--- src/rtl/exec_operand_stage_pkg.sv ---
// Shared widths, bubble control word and the ID/EX stage-register bundle
// for exec_operand_stage and its forwarding mux.
package exec_operand_stage_pkg;

   localparam int WORD_W = 16;
   localparam int REG_W  = 3;
   localparam int CTL_W  = 14;

   // ALU output select 00 -> Out=0, so a bubble produces no result.
   localparam logic [CTL_W-1:0] BUBBLE_ALUCTL = 14'h0000;

   typedef struct packed {
      logic              valid;
      logic [WORD_W-1:0] rega;
      logic [WORD_W-1:0] regb;
      logic [REG_W-1:0]  rsa;
      logic [REG_W-1:0]  rsb;
      logic              usesa;
      logic              usesb;
      logic [WORD_W-1:0] imm;
      logic              useimm;
      logic [CTL_W-1:0]  aluctl;
      logic              wren;
      logic [REG_W-1:0]  wrreg;
      logic              mread;
   } stage_t;

   // Bubble: nothing valid, nothing written, nothing read; don't-cares at 0.
   function automatic stage_t stage_bubble();
      stage_t s;
      s        = '0;
      s.aluctl = BUBBLE_ALUCTL;
      return s;
   endfunction

endpackage

--- src/rtl/exec_operand_stage_fwd_mux.sv ---
// Single-operand RAW forwarding mux (EX/MEM beats MEM/WB).
// Forwarding only exists when EXEC_FWD_EN is defined; otherwise the
// operand is the raw register-file value.
module operand_fwd_mux #(
   parameter int WORD_W = exec_operand_stage_pkg::WORD_W,
   parameter int REG_W  = exec_operand_stage_pkg::REG_W
) (
   input  logic              Uses_i,
   input  logic [REG_W-1:0]  Rs_i,
   input  logic [WORD_W-1:0] RegVal_i,
   input  logic              ExMemWrEn_i,
   input  logic [REG_W-1:0]  ExMemWrReg_i,
   input  logic [WORD_W-1:0] ExMemResult_i,
   input  logic              MemWbWrEn_i,
   input  logic [REG_W-1:0]  MemWbWrReg_i,
   input  logic [WORD_W-1:0] MemWbResult_i,
   output logic [WORD_W-1:0] Operand_o
);

`ifdef EXEC_FWD_EN
   // Pick the youngest in-flight writer of Rs; EX/MEM is assigned last so it wins.
   always_comb begin
      Operand_o = RegVal_i;
      if (Uses_i && MemWbWrEn_i && (MemWbWrReg_i == Rs_i)) Operand_o = MemWbResult_i;
      if (Uses_i && ExMemWrEn_i && (ExMemWrReg_i == Rs_i)) Operand_o = ExMemResult_i;
   end
`else
   assign Operand_o = RegVal_i;

   // Hazards are stalled instead of forwarded, so the bypass inputs are idle.
   logic unused_fwd;
   assign unused_fwd = ^{Uses_i, Rs_i, ExMemWrEn_i, ExMemWrReg_i, ExMemResult_i,
                         MemWbWrEn_i, MemWbWrReg_i, MemWbResult_i};
`endif

endmodule

--- src/rtl/exec_operand_stage.sv ---
// ID/EX stage register feeding the ALU: captures decoded operands, resolves
// RAW hazards and requests load-use (or, without forwarding, RAW) stalls.
// Build option: define EXEC_FWD_EN to enable EX/MEM and MEM/WB forwarding.
// Widths must match the stage_t bundle in exec_operand_stage_pkg.
module exec_operand_stage #(
   parameter int WORD_W = exec_operand_stage_pkg::WORD_W,
   parameter int REG_W  = exec_operand_stage_pkg::REG_W,
   parameter int CTL_W  = exec_operand_stage_pkg::CTL_W
) (
   input  logic              clk,
   input  logic              rst,
   input  logic              Stall,
   input  logic              Flush,
   input  logic              IdValid,
   input  logic [WORD_W-1:0] IdRegA,
   input  logic [WORD_W-1:0] IdRegB,
   input  logic [REG_W-1:0]  IdRsA,
   input  logic [REG_W-1:0]  IdRsB,
   input  logic              IdUsesA,
   input  logic              IdUsesB,
   input  logic [WORD_W-1:0] IdImm,
   input  logic              IdUseImm,
   input  logic [CTL_W-1:0]  IdAluControl,
   input  logic              IdWrEn,
   input  logic              IdMemRead,
   input  logic [REG_W-1:0]  IdWrReg,
   input  logic              ExMemWrEn,
   input  logic              MemWbWrEn,
   input  logic [REG_W-1:0]  ExMemWrReg,
   input  logic [REG_W-1:0]  MemWbWrReg,
   input  logic [WORD_W-1:0] ExMemResult,
   input  logic [WORD_W-1:0] MemWbResult,
   output logic [WORD_W-1:0] A,
   output logic [WORD_W-1:0] B,
   output logic [CTL_W-1:0]  AluControl,
   output logic              ExValid,
   output logic              ExWrEn,
   output logic              ExMemRead,
   output logic [REG_W-1:0]  ExWrReg,
   output logic              LoadUseStall
);
   import exec_operand_stage_pkg::*;

   stage_t st_q, st_d;
   logic [WORD_W-1:0] fwd_b;
   logic haz_a, haz_b;

`ifdef EXEC_FWD_EN
   // Only a load in EX cannot be bypassed: its data appears one stage too late.
   assign haz_a = IdUsesA && (IdRsA == st_q.wrreg);
   assign haz_b = IdUsesB && !IdUseImm && (IdRsB == st_q.wrreg);
   assign LoadUseStall = st_q.valid && st_q.mread && IdValid && (haz_a || haz_b);
`else
   // No bypass: any pending writer in EX or EX/MEM blocks the reader in ID.
   // MEM/WB is covered by register-file write-through.
   assign haz_a = IdUsesA &&
                  ((st_q.valid && st_q.wren && (IdRsA == st_q.wrreg)) ||
                   (ExMemWrEn && (IdRsA == ExMemWrReg)));
   assign haz_b = IdUsesB && !IdUseImm &&
                  ((st_q.valid && st_q.wren && (IdRsB == st_q.wrreg)) ||
                   (ExMemWrEn && (IdRsB == ExMemWrReg)));
   assign LoadUseStall = IdValid && (haz_a || haz_b);
`endif

   // Next stage contents: Flush > Stall(hold) > hazard bubble > capture ID.
   always_comb begin
      st_d = st_q;
      if (Flush) begin
         st_d = stage_bubble();
      end else if (Stall) begin
         st_d = st_q;
      end else if (LoadUseStall) begin
         st_d = stage_bubble();
      end else begin
         st_d.valid  = IdValid;
         st_d.rega   = IdRegA;
         st_d.regb   = IdRegB;
         st_d.rsa    = IdRsA;
         st_d.rsb    = IdRsB;
         st_d.usesa  = IdUsesA;
         st_d.usesb  = IdUsesB;
         st_d.imm    = IdImm;
         st_d.useimm = IdUseImm;
         st_d.aluctl = IdAluControl;
         st_d.wren   = IdWrEn && IdValid;
         st_d.wrreg  = IdWrReg;
         st_d.mread  = IdMemRead && IdValid;
      end
   end

   // Stage register; reset overrides everything with a bubble.
   always_ff @(posedge clk) begin
      if (rst) st_q <= stage_bubble();
      else     st_q <= st_d;
   end

   operand_fwd_mux #(.WORD_W(WORD_W), .REG_W(REG_W)) u_fwd_a (
      .Uses_i(st_q.usesa), .Rs_i(st_q.rsa), .RegVal_i(st_q.rega),
      .ExMemWrEn_i(ExMemWrEn), .ExMemWrReg_i(ExMemWrReg), .ExMemResult_i(ExMemResult),
      .MemWbWrEn_i(MemWbWrEn), .MemWbWrReg_i(MemWbWrReg), .MemWbResult_i(MemWbResult),
      .Operand_o(A)
   );

   operand_fwd_mux #(.WORD_W(WORD_W), .REG_W(REG_W)) u_fwd_b (
      .Uses_i(st_q.usesb), .Rs_i(st_q.rsb), .RegVal_i(st_q.regb),
      .ExMemWrEn_i(ExMemWrEn), .ExMemWrReg_i(ExMemWrReg), .ExMemResult_i(ExMemResult),
      .MemWbWrEn_i(MemWbWrEn), .MemWbWrReg_i(MemWbWrReg), .MemWbResult_i(MemWbResult),
      .Operand_o(fwd_b)
   );

   // Immediates are never forwarded.
   assign B          = st_q.useimm ? st_q.imm : fwd_b;
   assign AluControl = st_q.aluctl;
   assign ExValid    = st_q.valid;
   assign ExWrEn     = st_q.wren;
   assign ExMemRead  = st_q.mread;
   assign ExWrReg    = st_q.wrreg;

endmodule

--- config.mk ---
export PLATFORM = sky130hd
export DESIGN_NAME = exec_operand_stage
export DESIGN_NICKNAME = d
export VERILOG_FILES = /design/src/rtl/exec_operand_stage_pkg.sv /design/src/rtl/exec_operand_stage_fwd_mux.sv /design/src/rtl/exec_operand_stage.sv
export SDC_FILE = /design/constraint.sdc
export NUM_CORES = 1
export LEC_CHECK = 0
export BUFFER_PORTS_ARGS = -buffer_cell sky130_fd_sc_hd__buf_2
export CELL_PAD_IN_SITES_DETAIL_PLACEMENT = 1
export CELL_PAD_IN_SITES_GLOBAL_PLACEMENT = 2
export CORE_AREA = 2 2 178 93
export DETAILED_ROUTE_END_ITERATION = 6
export DIE_AREA = 0 0 180 95
export PLACE_DENSITY_LB_ADDON = 0.1
export SYNTH_ARGS = -nofsm -noshare
export SYNTH_HDL_FRONTEND = slang
export SYNTH_SLANG_ARGS = --single-unit
--- constraint.sdc ---
create_clock -name clk -period 1.5 [get_ports clk]
set_clock_uncertainty 0.1 [all_clocks]
set_input_delay 0.225 -clock clk [delete_from_list [all_inputs] [get_ports clk]]
set_output_delay 0.225 -clock clk [all_outputs]
set_load 0.05 [all_outputs]
# Yosys cells after proc, flatten, opt, wreduce, memory -nomap -nowiden
# Index checks and enable logic that the tools add are counted.
dict set report totals {
  word_cells 31
  output_inout_bits 53
  in_bits 121
  register_bits 69
}
dict set report op_classes {
  n_mux 2
  n_reduce_logical 16
  n_eq_ne 4
}
# cell n
set op_table {}
lappend op_table {{two-way mux 77 bit} 1}
lappend op_table {{two-way mux 16 bit} 1}
lappend op_table {{== test 3 bit} 4}
lappend op_table {{logical AND 1 bit} 11}
lappend op_table {{logical OR 1 bit} 3}
lappend op_table {{OR reduction 2 bit} 1}
lappend op_table {{zero test 1 bit} 1}

# Logic depth before layout (Yosys ltp)
dict set report depth {
  word_depth 7
  ltp_mapped 6
  depth_no_buf 4
}

# By module
# A second synthesis with hierarchy kept.
dict set report hier_totals {
  cells_unflattened 267
  hier_area_um2 3129.3
}
# module seq_area_each_um2 cells_each n_inst area_each_um2
set modules_own_cells {}
lappend modules_own_cells {exec_operand_stage 1541.5 235 1 2889.0}
lappend modules_own_cells {operand_fwd_mux 0.0 16 2 120.1}

# Worst setup path before layout
# Ideal clock, no wire load.
dict set report synth_timing {
  kind {register to output}
  startpoint {register st_q, in the netlist ExWrEn}
  endpoint {output LoadUseStall}
  arrival_ns 1.642
  path_slack_ns -0.467
  path_stages_with_launch 6
  n_path_buf 1
  t_required_ns 1.175
  path_cell_list {dfxtp_1 > and2_1 > nand4_1 > a21oi_1 > buf_4 > or2_2}
}
dict set report synth_via {
  elab_chain_len 6
  word_cells_on_any_way 9
  classes_between {reduce/logical (9)}
}
# element line
set synth_lines {}
lappend synth_lines {{start, declared} exec_operand_stage.sv:44} ;# stage_t st_q, st_d;
lappend synth_lines {{start signal, assigned} exec_operand_stage.sv:93} ;# if (rst) st_q <= stage_bubble();
lappend synth_lines {{start signal, assigned} exec_operand_stage.sv:94} ;# else st_q <= st_d;
lappend synth_lines {{logical AND 1 bit *} {exec_operand_stage.sv:57, exec_operand_stage.sv:60}}
lappend synth_lines {{logical AND 1 bit, on equally long branches} {exec_operand_stage.sv:57, exec_operand_stage.sv:60}}
lappend synth_lines {{logical OR 1 bit, on equally long branches} {exec_operand_stage.sv:57, exec_operand_stage.sv:60}}
lappend synth_lines {{logical AND 1 bit, on equally long branches} {exec_operand_stage.sv:56, exec_operand_stage.sv:59}}
lappend synth_lines {{logical OR 1 bit *} exec_operand_stage.sv:62} ;# assign LoadUseStall = IdValid && (haz_a || haz_b);
lappend synth_lines {{logical AND 1 bit *} exec_operand_stage.sv:62}
lappend synth_lines {{end, declared} exec_operand_stage.sv:40} ;# output logic LoadUseStall
# Every way passes the cells marked *; elsewhere a longest branch is shown, timed or not.

# Final worst setup path
dict set report layout_timing {
  startpoint {register st_q, in the netlist ExWrReg[2]}
  endpoint {output LoadUseStall}
}
dict set report layout_via {
  elab_chain_len 6
  word_cells_on_any_way 10
  classes_between {eq/ne (2); reduce/logical (8)}
}
# element line
set layout_lines {}
lappend layout_lines {{== test 3 bit, on equally long branches} {exec_operand_stage.sv:57, exec_operand_stage.sv:60}}
lappend layout_lines {{logical AND 1 bit, on equally long branches} {exec_operand_stage.sv:57, exec_operand_stage.sv:60}}
lappend layout_lines {{logical OR 1 bit, on equally long branches} {exec_operand_stage.sv:57, exec_operand_stage.sv:60}}
lappend layout_lines {{logical AND 1 bit, on equally long branches} {exec_operand_stage.sv:56, exec_operand_stage.sv:59}}
lappend layout_lines {{logical OR 1 bit *} exec_operand_stage.sv:62}
lappend layout_lines {{logical AND 1 bit *} exec_operand_stage.sv:62}
# Marked as above.

==> metrics.md <==
| Metric | Value |
|---|---|
| First-pass GRT wire length | `18200 um` |
| Die height | `~95 um` |
| Post-synthesis sequential area ratio | `0.430` |
| #FFs+latches synth | `69` |
| Grt ovf | `0` |
| Routed Antenna Nets | `0` |
| Clk slew on worst S/H paths | `0.06 ns` |
| Gp weighted congestion | `~0.76` |
| Deepest clock path buffer count | `2` |
| Port Buffer Count | `137` |
| Max Cap Violations | `0` |
| Antenna violations before repair | `1` |
| Share of layout cells above drive strength 1 | `0.546` |
| Most frequent cells in the layout | `nand2_1, buf_2, dfxtp_1, o31ai_4, buf_4` |
| Cts bufs inserted | `9` |
| Primary FF master, synth | `dfxtp_1` |
| Row count | `33` |
| WP data arrival | `1.65 ns` |
| Worst min path class | `input pin to register` |
| Hold Vio Cnt, Final | `0` |
| Synth warnings | `0` |
| Ports | `between 150 and 200` |
| FMAX | `slightly above 500 MHz` |
| CP max-delay cell | `dfxtp_4` |
| EDFF count, synth | `0` |
| Combinational share of power | `0.172` |
| Total GRT Usage | `0.141` |
| Least-Margin Pin Slew | `0.284 ns` |
| Post-synthesis xor/xnor area fraction | `0.0327` |
| Async set-reset flop share out of synthesis | `0` |
| Area Overhead vs Synth | `80.6%` |
| Synth Cell Area | `3210 um^2` |
| Initial DRC Count | `147` |
| Drt wl/cell | `around 19 um` |
| Crit-path max FO | `3` |
| Final WS setup | `-0.473 ns` |
| Switching Fraction | `0.276` |
| Reported leakage power | `around 2.4 nW` |
| Post-route setup TNS | `-25.00 ns` |
| Synth unique cells | `22` |
| Failing checks | `setup timing` |
| Commonest non-fill, non-tap cell in the layout | `nand2_1` |
| Post-route DRC violation count | `0` |
| Initial Util | `0.204` |
| Avg Cell Area, Syn | `8.37 um^2` |
| Total core area | `15700 um^2` |
| Die area | `approximately 17000 um^2` |
| Clk Latency, worst-skew pair | `0.33 ns` |
| DP HPWL | `7800 um` |
| CTS tree | `yes` |
| Final Max Slew Viols | `0` |
| Worst EP required | `between 1 and 1.5 ns` |
| Ant diodes | `0` |
| Largest net degree at the start of global routing | `44` |
| Setup violators final | `a little over 80` |
| FF/Latch Area | `approximately 1400 um^2` |
| Vias in the first global route | `about 3100` |
| Simple-Gate Fraction of Synth Area | `0.185` |
| Status | `finished with violations` |
| Drt pass-1 iters | `4` |
| Post-synthesis adder-cell area fraction | `0` |
| Post-synth net total | `505` |
| Final Cycle Share | `1.32` |
| Post-synthesis mux area share | `0.0561` |
| Compound-Gate Fraction of Synth Area | `0.170` |
| Worst slack, placed | `-0.414 ns` |
| Worst setup EP type | `output port` |
| P_int | `3.41 mW` |
| Worst IR drop on VDD | `0.000485 V` |
| Final worst path period need | `1.97 ns` |
| Fillers | `around 1800` |
| Area of the multi-input gates | `2040 um^2` |
| Cells along the critical path | `xnor2_2, nand4_1, a211oi_4, or2_4, buf_8` |
| Flop pwr share | `0.408` |
| Crit path largest cell delay | `between 0.3 and 0.4 ns` |
| Root buffer cell | `clkbuf_16` |
| # clock sinks | `69` |
| DR vias | `roughly 3200` |
| Via/cell ratio | `around 4.3` |
| Die width | `180 um` |
| CTS H-Tree Depth | `3` |
| CTS Hold Bufs | `0` |
| Syn Inst Count | `384` |
| Net Switching | `1.30 mW` |
| PwrDens | `812 nW/um^2` |
| Slew Limit Headroom | `0.810` |
| Largest family of logic cells by synthesized area | `simple AND/OR/NAND/NOR gates` |
| RSZ-0062 raised after global routing | `yes` |
| Clock power share | `0.420` |
| Critical path type | `register to output port` |
| Layout Nets | `652` |
| Startpoint Class | `register` |
| WL final | `14000 um` |
power groups by stage:
stage	Combinational (mW)	Clock, mW	Sequential [mW]
CTS	0.716	2.06	1.93
detailed placement	0.632	0	1.96
floorplan	0.375	0	1.96
finish	0.809	1.98	1.93
global placement	0.628	0	1.96
global route	0.863	2.14	1.93
cell families after synthesis:
kind of cell,count (synthesis)
AOI/OAI and AO/OA,73
buffers and inverters,66
and+or+nand+nor,148
muxes,16
xor gates and xnor gates,12
DFF,69
flip-flops by register name, indices dropped and copies added, names as in the netlist:
signal,flops
ExValid,1
ExMemRead,1
ExWrReg,3
st_q,49
ExWrEn,1
AluControl,14
worst max-delay path, delay by kind of cell, from the launching register on:
| family | cells | cell delay (ns) |
|---|---|---|
| xor gates and xnor gates | 1 | 0.18 |
| and+or+nand+nor | 2 | 0.35 |
| DFF | 1 | 0.36 |
| buffers and inverters | 1 | 0.13 |
| AOI/OAI and AO/OA | 1 | 0.28 |
synthesized netlist by cell type (all sizes together), types with 2 or more instances:
cell	n	area share
inv	3	0.0035
o31ai	67	0.16
clkbuf	12	0.014
and2	2	0.0039
buf	51	0.11
dfxtp	69	0.43
nand2	136	0.16
o21ai	2	0.0031
nand4	5	0.0097
xnor2	12	0.033
mux2	16	0.056
per-stage QoR:
stage	hold WS [ns]	cell area (um^2)	cells	power [mW]	utilization
after floorplan	0.258	3230	384	2.34	-
after global placement	0.331	4180	701	2.59	0.266
after detailed placement	0.338	4180	701	2.60	0.266
after CTS	0.0152	4920	726	4.70	0.313
after global routing	0.0297	5800	745	4.93	0.369
final	0.0303	5800	745	4.72	0.369
area by class of cell:
type,instances,share of cell area
clock buffers,11,0.0418
clock inverters,4,0.00431
inverters,3,0.00194
multi-input cells,249,0.352
flip-flops and latches,69,0.241
well taps,210,0.0453
repair buffers,199,0.313
timing repair:
item,4_1_cts,5_1_grt
endpoints found under the setup margin,84,86
resized for setup,78,99
cloned,5,12
pin swaps,10,34
setup buffers,5,10
metal layers:
metal / GRT usage / up-vias / part of all wire
met2: 0.201 / 85 / 0.41
li1: - / 1576 / -
met4: 0.0346 / 2 / 0.0076
met3: 0.0532 / 11 / 0.057
met5: 0 / - / 0.00093
met1: 0.199 / 1520 / 0.52
worst paths after layout:
path / cells past startpoint / to / start / slack [ns]
hold reg to reg: 2 / AluControl[9]$_SDFFE_PP0N_ / AluControl[9]$_SDFFE_PP0N_ / 0.35
setup reg to reg: 10 / st_q[44]$_SDFFE_PP0N_ / ExWrReg[2]$_SDFFE_PP0N_ / -0.42
hold / removal: 3 / st_q[70]$_SDFFE_PP0N_ / IdRegA[10] / 0.03
setup / recovery: 5 / LoadUseStall / ExWrReg[2]$_SDFFE_PP0N_ / -0.47
(Power assumes the default switching activity.)
